===== src/rtl/sprite_line_fetch.sv =====
// Sprite line fetch: scans the sprite attribute table for one display line
// and emits one load strobe per 4-pixel slice of every sprite on that line.
// The attribute table is a single-port RAM shared with a CPU port; the CPU
// has priority and a colliding scan read simply stalls for a cycle.
// Optional feature macro: SPRITE_HCULL_EN -- when defined, slices that start
// at or beyond the visible line width are skipped and sprites whose left x
// is off-screen are treated as misses.
module sprite_line_fetch #(
    parameter int          NUM_SPRITES      = 64,
    parameter int          WIDTH            = 640,
    parameter logic [15:0] SPRITE_ATTR_ADDR = 16'h4000
) (
    input  logic        clk,
    input  logic        rst,
    input  logic        line_start,
    input  logic [9:0]  line_y,
    input  logic        busy,
    output logic        load,
    output logic [9:0]  addr,
    output logic [11:0] tile,
    output logic [1:0]  z,
    output logic [3:0]  palette,
    output logic        done,
    output logic        scanning,
    input  logic [15:0] memaddr,
    input  logic        memwrite,
    input  logic [15:0] writedata,
    output logic [15:0] memdata
);

    localparam int IW    = (NUM_SPRITES > 1) ? $clog2(NUM_SPRITES) : 1;
    localparam int AW    = IW + 2;
    localparam int DEPTH = 4 * NUM_SPRITES;
    localparam logic [16:0] ATTR_END = 17'(SPRITE_ATTR_ADDR) + 17'(DEPTH);

    typedef enum logic [2:0] {IDLE, FETCH, TEST, EMIT, HOLD, FINISH} state_t;

    state_t          state_reg, state_next;
    logic [IW-1:0]   idx_reg, idx_next;
    logic [1:0]      fcnt_reg, fcnt_next;
    logic [3:0]      k_reg, k_next;
    logic [9:0]      line_y_reg, line_y_next;
    logic [11:0]     tile_base_reg, tile_base_next;
    logic            rd_valid_reg;
    logic [1:0]      rd_word_reg;

    // Captured attribute fields of the sprite under test
    logic [9:0]      top_reg;
    logic [5:0]      hm1_reg;
    logic [9:0]      x_reg;
    logic [11:0]     base_reg;
    logic            en_reg;
    logic [1:0]      z_reg;
    logic [3:0]      pal_reg;
    logic [3:0]      wm1_reg;

    // Attribute RAM and its single shared port
    logic [15:0]     attr_mem [0:DEPTH-1];
    logic [15:0]     rd_data_reg;
    logic            cpu_hit;
    logic            scan_rd;
    logic [AW-1:0]   port_addr;
    logic            cpu_rd_reg;
    logic [15:0]     memdata_hold_reg;

    logic            cull_en;
    logic            en_v;
    logic [1:0]      z_v;
    logic [3:0]      wm1_v;
    logic [9:0]      row;
    logic [10:0]     row_prod;
    logic [11:0]     tile_base_calc;
    logic            x_ok;
    logic            hit;
    logic [4:0]      k_plus1;
    logic [10:0]     next_addr11;
    logic            next_more;
    logic            next_vis;
    logic            last_sprite;
    logic            advance;

`ifdef SPRITE_HCULL_EN
    assign cull_en = 1'b1;
`else
    assign cull_en = 1'b0;
`endif

    assign cpu_hit   = (memaddr >= SPRITE_ATTR_ADDR) && ({1'b0, memaddr} < ATTR_END);
    assign port_addr = cpu_hit ? AW'(memaddr - SPRITE_ATTR_ADDR) : {idx_reg, fcnt_reg};

    // Single-port attribute RAM, read-first, CPU address wins the port
    always_ff @(posedge clk) begin
        if (cpu_hit && memwrite) begin
            attr_mem[port_addr] <= writedata;
        end
        rd_data_reg <= attr_mem[port_addr];
    end

    // CPU readback: live RAM data after an in-range access, held otherwise
    always_ff @(posedge clk or negedge rst) begin
        if (!rst) begin
            cpu_rd_reg       <= 1'b0;
            memdata_hold_reg <= 16'h0000;
        end else begin
            cpu_rd_reg <= cpu_hit;
            if (cpu_rd_reg) begin
                memdata_hold_reg <= rd_data_reg;
            end
        end
    end

    assign memdata = cpu_rd_reg ? rd_data_reg : memdata_hold_reg;

    // Word 3 arrives from the RAM during the first TEST cycle; use it directly there
    assign en_v  = rd_valid_reg ? rd_data_reg[15]    : en_reg;
    assign z_v   = rd_valid_reg ? rd_data_reg[13:12] : z_reg;
    assign wm1_v = rd_valid_reg ? rd_data_reg[3:0]   : wm1_reg;

    assign row            = line_y_reg - top_reg;
    assign row_prod       = {5'b0, row[5:0]} * {6'b0, ({1'b0, wm1_v} + 5'd1)};
    assign tile_base_calc = base_reg + {1'b0, row_prod};
    assign x_ok           = !cull_en || ({1'b0, x_reg} < 11'(WIDTH));
    assign hit            = en_v && (z_v != 2'b00) && (row <= {4'b0, hm1_reg}) && x_ok;

    // Slices leave the screen monotonically, so the first culled slice ends the sprite
    assign k_plus1     = {1'b0, k_reg} + 5'd1;
    assign next_more   = (k_plus1 <= {1'b0, wm1_reg});
    assign next_addr11 = {1'b0, x_reg} + {4'b0, k_plus1, 2'b00};
    assign next_vis    = !cull_en || (next_addr11 < 11'(WIDTH));
    assign last_sprite = (idx_reg == IW'(NUM_SPRITES - 1));

    // Scan state and counters
    always_ff @(posedge clk or negedge rst) begin
        if (!rst) begin
            state_reg     <= IDLE;
            idx_reg       <= '0;
            fcnt_reg      <= 2'd0;
            k_reg         <= 4'd0;
            line_y_reg    <= 10'd0;
            tile_base_reg <= 12'd0;
            rd_valid_reg  <= 1'b0;
            rd_word_reg   <= 2'd0;
        end else begin
            state_reg     <= state_next;
            idx_reg       <= idx_next;
            fcnt_reg      <= fcnt_next;
            k_reg         <= k_next;
            line_y_reg    <= line_y_next;
            tile_base_reg <= tile_base_next;
            rd_valid_reg  <= scan_rd;
            rd_word_reg   <= fcnt_reg;
        end
    end

    // Capture each attribute word one cycle after its scan read was issued
    always_ff @(posedge clk or negedge rst) begin
        if (!rst) begin
            top_reg  <= 10'd0;
            hm1_reg  <= 6'd0;
            x_reg    <= 10'd0;
            base_reg <= 12'd0;
            en_reg   <= 1'b0;
            z_reg    <= 2'd0;
            pal_reg  <= 4'd0;
            wm1_reg  <= 4'd0;
        end else if (rd_valid_reg) begin
            case (rd_word_reg)
                2'd0: begin
                    top_reg <= rd_data_reg[9:0];
                    hm1_reg <= rd_data_reg[15:10];
                end
                2'd1: x_reg    <= rd_data_reg[9:0];
                2'd2: base_reg <= rd_data_reg[11:0];
                default: begin
                    en_reg  <= rd_data_reg[15];
                    z_reg   <= rd_data_reg[13:12];
                    pal_reg <= rd_data_reg[11:8];
                    wm1_reg <= rd_data_reg[3:0];
                end
            endcase
        end
    end

    // Next-state logic; line_start always restarts the scan from sprite 0
    always_comb begin
        state_next     = state_reg;
        idx_next       = idx_reg;
        fcnt_next      = fcnt_reg;
        k_next         = k_reg;
        line_y_next    = line_y_reg;
        tile_base_next = tile_base_reg;
        scan_rd        = 1'b0;
        advance        = 1'b0;
        if (line_start) begin
            state_next  = FETCH;
            idx_next    = '0;
            fcnt_next   = 2'd0;
            k_next      = 4'd0;
            line_y_next = line_y;
        end else begin
            case (state_reg)
                IDLE: state_next = IDLE;
                FETCH: begin
                    if (!cpu_hit) begin
                        scan_rd   = 1'b1;
                        fcnt_next = fcnt_reg + 2'd1;
                        if (fcnt_reg == 2'd3) begin
                            state_next = TEST;
                        end
                    end
                end
                TEST: begin
                    tile_base_next = tile_base_calc;
                    if (hit) begin
                        if (!busy) begin
                            state_next = EMIT;
                            k_next     = 4'd0;
                        end
                    end else begin
                        advance = 1'b1;
                    end
                end
                EMIT: state_next = HOLD;
                HOLD: begin
                    if (!busy) begin
                        if (next_more && next_vis) begin
                            state_next = EMIT;
                            k_next     = k_plus1[3:0];
                        end else begin
                            advance = 1'b1;
                        end
                    end
                end
                FINISH:  state_next = IDLE;
                default: state_next = IDLE;
            endcase
            if (advance) begin
                if (last_sprite) begin
                    state_next = FINISH;
                end else begin
                    state_next = FETCH;
                    idx_next   = idx_reg + IW'(1);
                    fcnt_next  = 2'd0;
                end
            end
        end
    end

    // Output strobes and slice fields; fields read zero outside a load
    always_comb begin
        load     = (state_reg == EMIT) && !line_start;
        done     = (state_reg == FINISH) && !line_start;
        scanning = (state_reg != IDLE);
        addr     = 10'd0;
        tile     = 12'd0;
        z        = 2'd0;
        palette  = 4'd0;
        if (load) begin
            addr    = x_reg + {4'b0, k_reg, 2'b00};
            tile    = tile_base_reg + {8'b0, k_reg};
            z       = z_reg;
            palette = pal_reg;
        end
    end

endmodule


===== config.mk =====
export PLATFORM = sky130hd
export DESIGN_NAME = sprite_line_fetch
export DESIGN_NICKNAME = d
export VERILOG_FILES = /design/src/rtl/sprite_line_fetch.sv
export SDC_FILE = /design/constraint.sdc
export NUM_CORES = 2
export LEC_CHECK = 0
export CAP_MARGIN = 15
export CORE_ASPECT_RATIO = 0.5
export CORE_MARGIN = 5
export CORE_UTILIZATION = 25
export CTS_CLUSTER_DIAMETER = 60
export DETAILED_ROUTE_END_ITERATION = 10
export PLACE_DENSITY_LB_ADDON = 0.2
export RECOVER_POWER = 100
export SLEW_MARGIN = 30
export SYNTH_ARGS = -nofsm -noshare
export SYNTH_HDL_FRONTEND = slang
export SYNTH_SLANG_ARGS = --single-unit

===== constraint.sdc =====
create_clock -name clk -period 9.4 [get_ports clk]
set_clock_uncertainty 0.15 [all_clocks]
set_input_delay 1.88 -clock clk [delete_from_list [all_inputs] [get_ports clk]]
set_output_delay 1.88 -clock clk [all_outputs]
set_load 0.01 [all_outputs]

==> flow_summary.toml <==
[run_status]
outcome = "complete, but fails checks"
violations = "max-capacitance violations, max-slew violations"

[cells_and_area]
area_growth_pct = 17.2
fin_cells = 18200
post-route-util = 0.294
drive_gt1_frac = 0.109
fin_nets = 9701
largest_register_ffs = 4096

[drt]
drtPass1Iterations = 10
drt_iter0_markers = 12800
wl_per_cell_um = 29.4
vias = 92200
ant_nets = 0
drt_wl_total_um = 537000
drt-vias-per-instance = 5.05
drc = 0

[floorplan]
initial_core_util = 0.251
row_count = 205
core-area_um2 = 623000
die-area_um2 = 641000
dieHeight_um = 569
die_w_um = 1130
ios = 94

[sta]
period_share = 0.864
hold_violations = 0
fin_ws_ns = 1.28
max_freq_mhz = 123
drv_slew = 3935
fin_tns_setup_ns = 0
final-setup-viol-count = 0
rsz0062_at_grt = "no"
fin_crit_ns = 8.12
tightest_slew_ns = 6.30
maxSlewHeadroom = -3.20

[clock_tree]
h-tree-depth = 5
cts_resized = 0
clock-root-buffer = "clkbuf_16"
clock-sinks = 4218
clock_path_buffers = 4
clk_latency_ns = 1.00
numCtsBuffers = 425
postCtsSetupBuffers = 0
cts_hold_buffers = 0
cts_tree = "yes"
path_clk_slew_ns = 0.07

[synthesis]
synth-simple-area-share = 0.0394
syn_avg_cell_area_um2 = 17.1
synth_top_cell_by_area = "edfxtp_1"
ys_seq_area_frac = 0.807
async_flop_share = 0.0251
synth_xor_area_frac = 0.00179
synth_area_leaders = "edfxtp_1, a222oi_1, a21oi_1, nand2_1, dfrtp_1"
synthDistinctLibCells = 56
synth_area_um2 = 156000
synthFlopType = "edfxtp_1"
synth_compound_area_frac = 0.121
synth-edff-count = 4096
synthAdderAreaFrac = 0.00716
ys_ff_latch = 4218
synth_top_area_share = 0.788
syn-num-nets = 9271
yosys_warnings = 0
synthMuxAreaShare = 0.00522
netlist_instances = 9149
synth_top_family_by_area = "compound AO/OA/AOI/OAI gates"

[global_route]
grt_usage = 0.160
antenna_found_initial = 57
grt_first_pass_wirelength_um = 740000
grt_overflow = 0
grt_pass1_vias = 88900
grt_max_degree = 162

[worst_setup_path]
worstPathArrival_ns = 8.17
slowest_delay_ns = 3.05
r2r_start = "rd_data_reg[0]$_DFF_P_"
crit_type = "in2reg"
reg2reg_depth = 21
crit_top_cell = "clkbuf_1"
cp.required_ns = 9.45
crit_path_cell_trace = "clkbuf_1 -> clkbuf_1"
start_kind = "primary input"
path_delay_family = "buffers and inverters"
r2r_slack_ns = 2.72
crit_path_max_fanout = 80
slowest_stage = "clkbuf_1"
worstSetupEndpointType = "register"
critPathBufInv = 2
r2r_end = "tile_base_reg[11]$_DFFE_PN0P_"

[hold_path]
hold_start = "memdata_hold_reg[15]$_DFF_PN0_"
hold_path_class = "reg2reg"
whs_path_depth = 1
min_to = "memdata_hold_reg[15]$_DFF_PN0_"

[power]
power_mw = 49.9
power_density_nw_per_um2 = 273
leakagePower_nw = 55.1
vdd_ir_drop_max_v = 0.000456

[placed_design]
io_buffers = 93
post-place-ws_ns = 1.34
placed_cells = 17400
gp_congestion = 0.770
post-dp-hpwl_um = 309000

[flow_run]
cap_violations = 83
## per-layer routing
metal  vias up  track usage  part of all wire
met2      3731        0.251              0.46
met5         -            0          0.000043
met1     49000        0.234              0.45
li1      38800            -                 -
met3       605       0.0251             0.075
met4         4       0.0327             0.022
## final cells by class
type / instances / area, um^2
diodes: 46 / 115
clock buffers: 557 / 11400
clock inverters: 214 / 1890
fillers: 61500 / 440000
inverters: 64 / 241
multi-input cells: 4206 / 28000
flip-flops and latches: 4218 / 126000
well taps: 8280 / 10400
repair buffers: 664 / 4970
## cell families after synthesis
logic type / after synthesis
flip-flops: 4218
AND/OR/NAND/NOR: 1542
adder cells (fa/ha/maj): 75
XOR/XNOR: 32
AO/OA/AOI/OAI: 2484
multiplexers: 73
buffers and inverters: 725
## report_power, final
group	internal [mW]	total, mW	switching [mW]	leakage, nW
sequential	20.8	21.1	0.294	38.3
clock	9.25	16.6	7.37	6.48
combinational	3.90	12.1	8.24	10.3
## placed cells by master (no fill, tap or decap), types with 20 or more instances in the layout
master,count
edfxtp_1,4096
nand2_1,1093
a21oi_1,1049
a222oi_1,1024
clkbuf_16,434
clkbuf_1,375
nor2_1,271
buf_4,258
o41ai_1,203
dfrtp_1,106
clkinv_1,89
inv_1,63
clkinv_2,61
buf_12,55
a41oi_1,54
o41ai_2,53
mux2_2,53
ha_1,51
diode_2,46
o21ai_0,39
clkdlybuf4s50_1,38
dlygate4sd3_1,38
bufinv_16,25
fa_1,24
nor2_2,20
## metrics by stage
stage,hold slack (ns),instance area [um^2]
after floorplan,0.278,156000
after global placement,0.334,170000
after detailed placement,0.337,171000
after CTS,0.352,184000
after global routing,0.356,183000
final,0.330,183000
## synthesized netlist by cell type (13+ instances only)
cell type,number
dfxtp_1,16
buf_2,106
clkbuf_1,461
nand3_1,19
nand2b_1,16
and2_1,18
a222oi_1,1024
dfrtp_1,106
nor2_1,302
fa_1,24
a21oi_1,1049
o41ai_1,257
edfxtp_1,4096
or4_1,17
inv_1,63
a41oi_1,64
nor2b_1,14
xor2_1,13
nand2_1,1104
buf_1,86
mux2_2,67
xnor2_1,19
ha_1,51
o21ai_0,39
## how the worst max path moves through the flow
| stage | from | endpoint | slack (ns) | depth (start not counted) |
|---|---|---|---|---|
| floorplan | memaddr[15] | attr_mem[198][0]$_DFFE_PP_ | 4.20 | 10 |
| detailed placement | memaddr[11] | rd_data_reg[4]$_DFF_P_ | 1.34 | 16 |
| finish | writedata[14] | attr_mem[158][14]$_DFFE_PP_ | 1.28 | 2 |
| CTS | memaddr[11] | rd_data_reg[4]$_DFF_P_ | 2.43 | 16 |
| global route | memaddr[14] | attr_mem[147][9]$_DFFE_PP_ | 1.10 | 10 |
| global placement | memaddr[15] | rd_data_reg[14]$_DFF_P_ | 0.95 | 14 |
## worst register-to-register path: cells and delay by family (launching register included)
kind	cells	cell delay [ns]
adder cells (fa/ha/maj)	4	1.69
flip-flops	1	0.93
buffers and inverters	3	0.40
XOR/XNOR	2	0.44
AND/OR/NAND/NOR	3	0.40
multiplexers	1	0.44
AO/OA/AOI/OAI	8	2.03
Note: power is estimated with default switching activity, not from simulation.
